File: src/rtl/mem_write_checker_pkg.sv
// Shared types for the memory-write checker: FSM state encoding and table entry width.
// MEM_WRITE_CHECKER_ADDR_CHECK_EN selects whether the address is stored and compared.
package mem_write_checker_pkg;

  typedef enum logic [1:0] {
    S_IDLE  = 2'd0,
    S_CHECK = 2'd1,
    S_PASS  = 2'd2,
    S_FAIL  = 2'd3
  } state_e;

`ifdef MEM_WRITE_CHECKER_ADDR_CHECK_EN
  localparam bit ADDR_CHECK_EN = 1'b1;
`else
  localparam bit ADDR_CHECK_EN = 1'b0;
`endif

  // Stored bits per expected entry; the address field exists only with address checking.
  function automatic int unsigned entry_width(int unsigned addr_w, int unsigned data_w);
    return data_w + (ADDR_CHECK_EN ? addr_w : 0);
  endfunction

endpackage

File: src/rtl/mem_write_checker_exp_table.sv
// Expected-store table: DEPTH entries, one write port, one asynchronous read port, no reset.
// Address storage exists only when MEM_WRITE_CHECKER_ADDR_CHECK_EN is defined.
module exp_table
  import mem_write_checker_pkg::*;
#(
  parameter int unsigned ADDR_W = 32,
  parameter int unsigned DATA_W = 32,
  parameter int unsigned DEPTH  = 8,
  localparam int unsigned IDX_W = $clog2(DEPTH)
) (
  input  logic              clk,
  input  logic              we,
  input  logic [IDX_W-1:0]  widx,
  input  logic [ADDR_W-1:0] waddr,
  input  logic [DATA_W-1:0] wdata,
  input  logic [IDX_W-1:0]  ridx,
  output logic [ADDR_W-1:0] raddr,
  output logic [DATA_W-1:0] rdata
);

  localparam int unsigned ENTRY_W = entry_width(ADDR_W, DATA_W);

  logic [ENTRY_W-1:0] mem_q [DEPTH];
  logic [ENTRY_W-1:0] wentry;

`ifdef MEM_WRITE_CHECKER_ADDR_CHECK_EN
  assign wentry         = {waddr, wdata};
  assign {raddr, rdata} = mem_q[ridx];
`else
  logic unused_waddr;
  assign wentry       = wdata;
  assign rdata        = mem_q[ridx];
  assign raddr        = '0;
  assign unused_waddr = ^waddr;
`endif

  // Contents deliberately survive reset so a check can be re-armed without reloading.
  always_ff @(posedge clk) begin
    if (we) begin
      mem_q[widx] <= wentry;
    end
  end

endmodule

File: config.mk
export PLATFORM = sky130hd
export DESIGN_NAME = exp_table
export DESIGN_NICKNAME = d
export VERILOG_FILES = /design/src/rtl/mem_write_checker_pkg.sv /design/src/rtl/mem_write_checker_exp_table.sv
export SDC_FILE = /design/constraint.sdc
export NUM_CORES = 1
export LEC_CHECK = 0
export ABC_AREA = 1
export ABC_CLOCK_PERIOD_IN_PS = 3450
export CAP_MARGIN = 20
export CORE_MARGIN = 5
export CORE_UTILIZATION = 35
export CTS_BUF_LIST = sky130_fd_sc_hd__clkbuf_16
export DETAILED_ROUTE_END_ITERATION = 7
export PLACE_DENSITY_LB_ADDON = 0.12
export SYNTH_ARGS = -nofsm -noshare
export SYNTH_HDL_FRONTEND = slang
export SYNTH_SLANG_ARGS = --single-unit
File: constraint.sdc
create_clock -name clk -period 3.45 [get_ports clk]
set_input_delay 0.69 -clock clk [delete_from_list [all_inputs] [get_ports clk]]
set_output_delay 0.69 -clock clk [all_outputs]
set_load 0.01 [all_outputs]
==> results.yml <==
status:
  outcome: "completed"
route:
  drt_iter0_drc: 358
  vias: 7213
  drcViolationCount: 0
  viasPerCell: 4.24
  dr.pass1.iters: 5
  ant_nets: 0
  wl_per_cell_um: 15.2
  drt_wl_total_mm: 25.8
setup_path:
  path_common_cell: "nand2_1"
  crit_slowest_cell: "clkdlybuf4s50_1"
  cp_top_family: "buffers and inverters"
  worst-path-buf-inv: 3
  path_cells: "buf_2 > buf_4 > nand3_1 > nand2_1 > nand2_1 > nand2_1 > clkdlybuf4s50_1"
  max_stage_delay_ns: 0.54
  critical_path.startpoint: "ridx[1]"
  endpoint_kind: "output port"
  critPathLaunchType: "primary input"
  cp.required_ns: 2.76
  crit_arrival_ns: 2.37
  path_max_fanout: 18
  crit_type: "in2out"
finish:
  nets: 1309
  n_antenna_cell: 0
  top_register: "mem_q"
  syn2layout_area_growth_pct: 18.1
  layout.cells.non_filler: 1701
  final_common_cell: "nand2_1"
  drive_gt1_frac: 0.0643
  top_regs: "mem_q: 256 flops"
  largest_register_ffs: 256
  layout_common_cells: "422 x nand2_1, 263 x inv_1, 256 x edfxtp_1"
timing:
  worst_pin_slew_ns: 0.590
  min_period_ns: 3.06
  clock.fmax_ghz: 0.327
  tns_ns: 0
  finalHoldViolCount: 0
  finalCritPeriodShare: 0.886
  slew_headroom: 0.606
  rsz0062_at_grt: "no"
  setup_viol: 0
  maxSlewViolCount: 0
synthesis:
  yosysTopAreaCellShare: 0.670
  syn_inst: 1157
  seq_area_frac_synth: 0.670
  synth.distinct_cells: 12
  avgSynthCellArea_um2: 9.92
  ys_ff_latch: 256
  ys_top_cells_by_area: "edfxtp_1 67%, nand2_1 14%, inv_1 8.5%"
  yosysTopAreaCell: "edfxtp_1"
  syn_area_mm2: 0.0115
  yosysWarnings: 0
die:
  io_pins: 136
  die_h_um: 191
  start_util: 0.354
  die_area_mm2: 0.0365
  die_w_um: 191
  core_mm2: 0.0325
  placementRows: 66
place:
  portBuffers: 71
  dp.cells: 1648
  gp_congestion: 0.704
  hpwl_mm: 14.3
power_and_ir_drop:
  p_comb_frac: 0.087
  clkPwrFrac: 0.394
  vdd_drop_max_uv: 469
  pwr-share-seq: 0.519
  p_int_mw: 5.27
  swShare: 0.229
  powerDensity_mw_per_mm2: 505
  power.leakage_nw: 6.11
  power.switching_mw: 1.57
grt:
  antenna_found_initial: 0
  grt_pass1_wl_mm: 40.0
  grt_max_degree: 57
  gr-total-overflow: 0
  grt_util_all_layers: 0.141
  grt_pass1_vias: 6989
cts:
  numCtsBuffers: 29
  h-tree-depth: 1
  cts_tree: "built"
  cts_resized: 0
  postCtsSetupBuffers: 0
  cts.sinks: 256
  holdBufCountCts: 0
  clk_pin_slew_worst_paths_ns: 0.06
  cts_root_buf: "clkbuf_16"
  clk_path_buf_depth: 3
job:
  drv_cap: 0
worst_hold_path:
  min_path_type: "in2reg"
  min_to: "mem_q[1][6]$_DFFE_PP_"
  worstHoldStart: "wdata[6]"
  hold_depth: 1
area by class of cell:
class,instances,area (µm²)
fill,3133,18900
sequential,256,7690
multi-input combinational,590,2430
timing repair buffer,98,1050
inverter,262,986
clock buffer,29,726
tap,442,553
clock inverter,24,111
per-layer routing:
layer  up-vias  share of wire  global-route usage
met1      3366           0.46               0.188
met2       134           0.48               0.246
li1       3679              -                   -
met4         0          0.017              0.0276
met3        34          0.043              0.0239
met5         -              0                   0
per-stage QoR:
stage                     utilization  hold WS [ns]  setup WS [ns]  area, µm²  power [mW]
after detailed placement        0.392          1.45          0.355      12700        4.22
after global placement          0.392          1.43          0.356      12700        4.22
after floorplan                     -         0.789          0.843      11600        3.96
after global routing            0.417         0.888          0.296      13500        7.16
final                           0.417         0.888          0.395      13500        6.84
after CTS                       0.417         0.870          0.355      13500        6.94
worst max path at each step:
stage          cells after the start               endpoint  slack (ns)
2_1_floorplan                      3  mem_q[0][0]$_DFFE_PP_        0.84
3_3_place_gp                       7              rdata[31]        0.36
3_5_place_dp                       7              rdata[31]        0.36
4_1_cts                            7              rdata[31]        0.35
5_1_grt                            7              rdata[31]        0.30
6_report                           7              rdata[31]        0.39
cells in the mapped netlist:
cell type and n:
buf_1 5, buf_2 20, buf_4 37, buf_6 11, clkbuf_1 7, conb_1 1
edfxtp_1 256, inv_1 260, inv_2 2, nand2_1 422, nand3_1 128, nor2_1 8
cell families (layout without fill, tap and decap cells):
| kind of cell | Yosys count | in the layout | share of synthesized area |
|---|---|---|---|
| simple gates | 558 | 558 | 0.196 |
| other cells | 1 | 32 | 0.000327 |
| buf+inv | 342 | 413 | 0.133 |
| flops | 256 | 256 | 0.670 |
power groups by stage:
| stage | Clock (mW) | Combinational (mW) | Sequential, mW |
|---|---|---|---|
| 2_1_floorplan | 0 | 0.348 | 3.61 |
| 3_3_place_gp | 0 | 0.608 | 3.61 |
| 3_5_place_dp | 0 | 0.609 | 3.61 |
| 4_1_cts | 2.78 | 0.612 | 3.55 |
| 5_1_grt | 2.93 | 0.673 | 3.56 |
| 6_report | 2.69 | 0.597 | 3.55 |
Power figures use the tool's default switching activity.
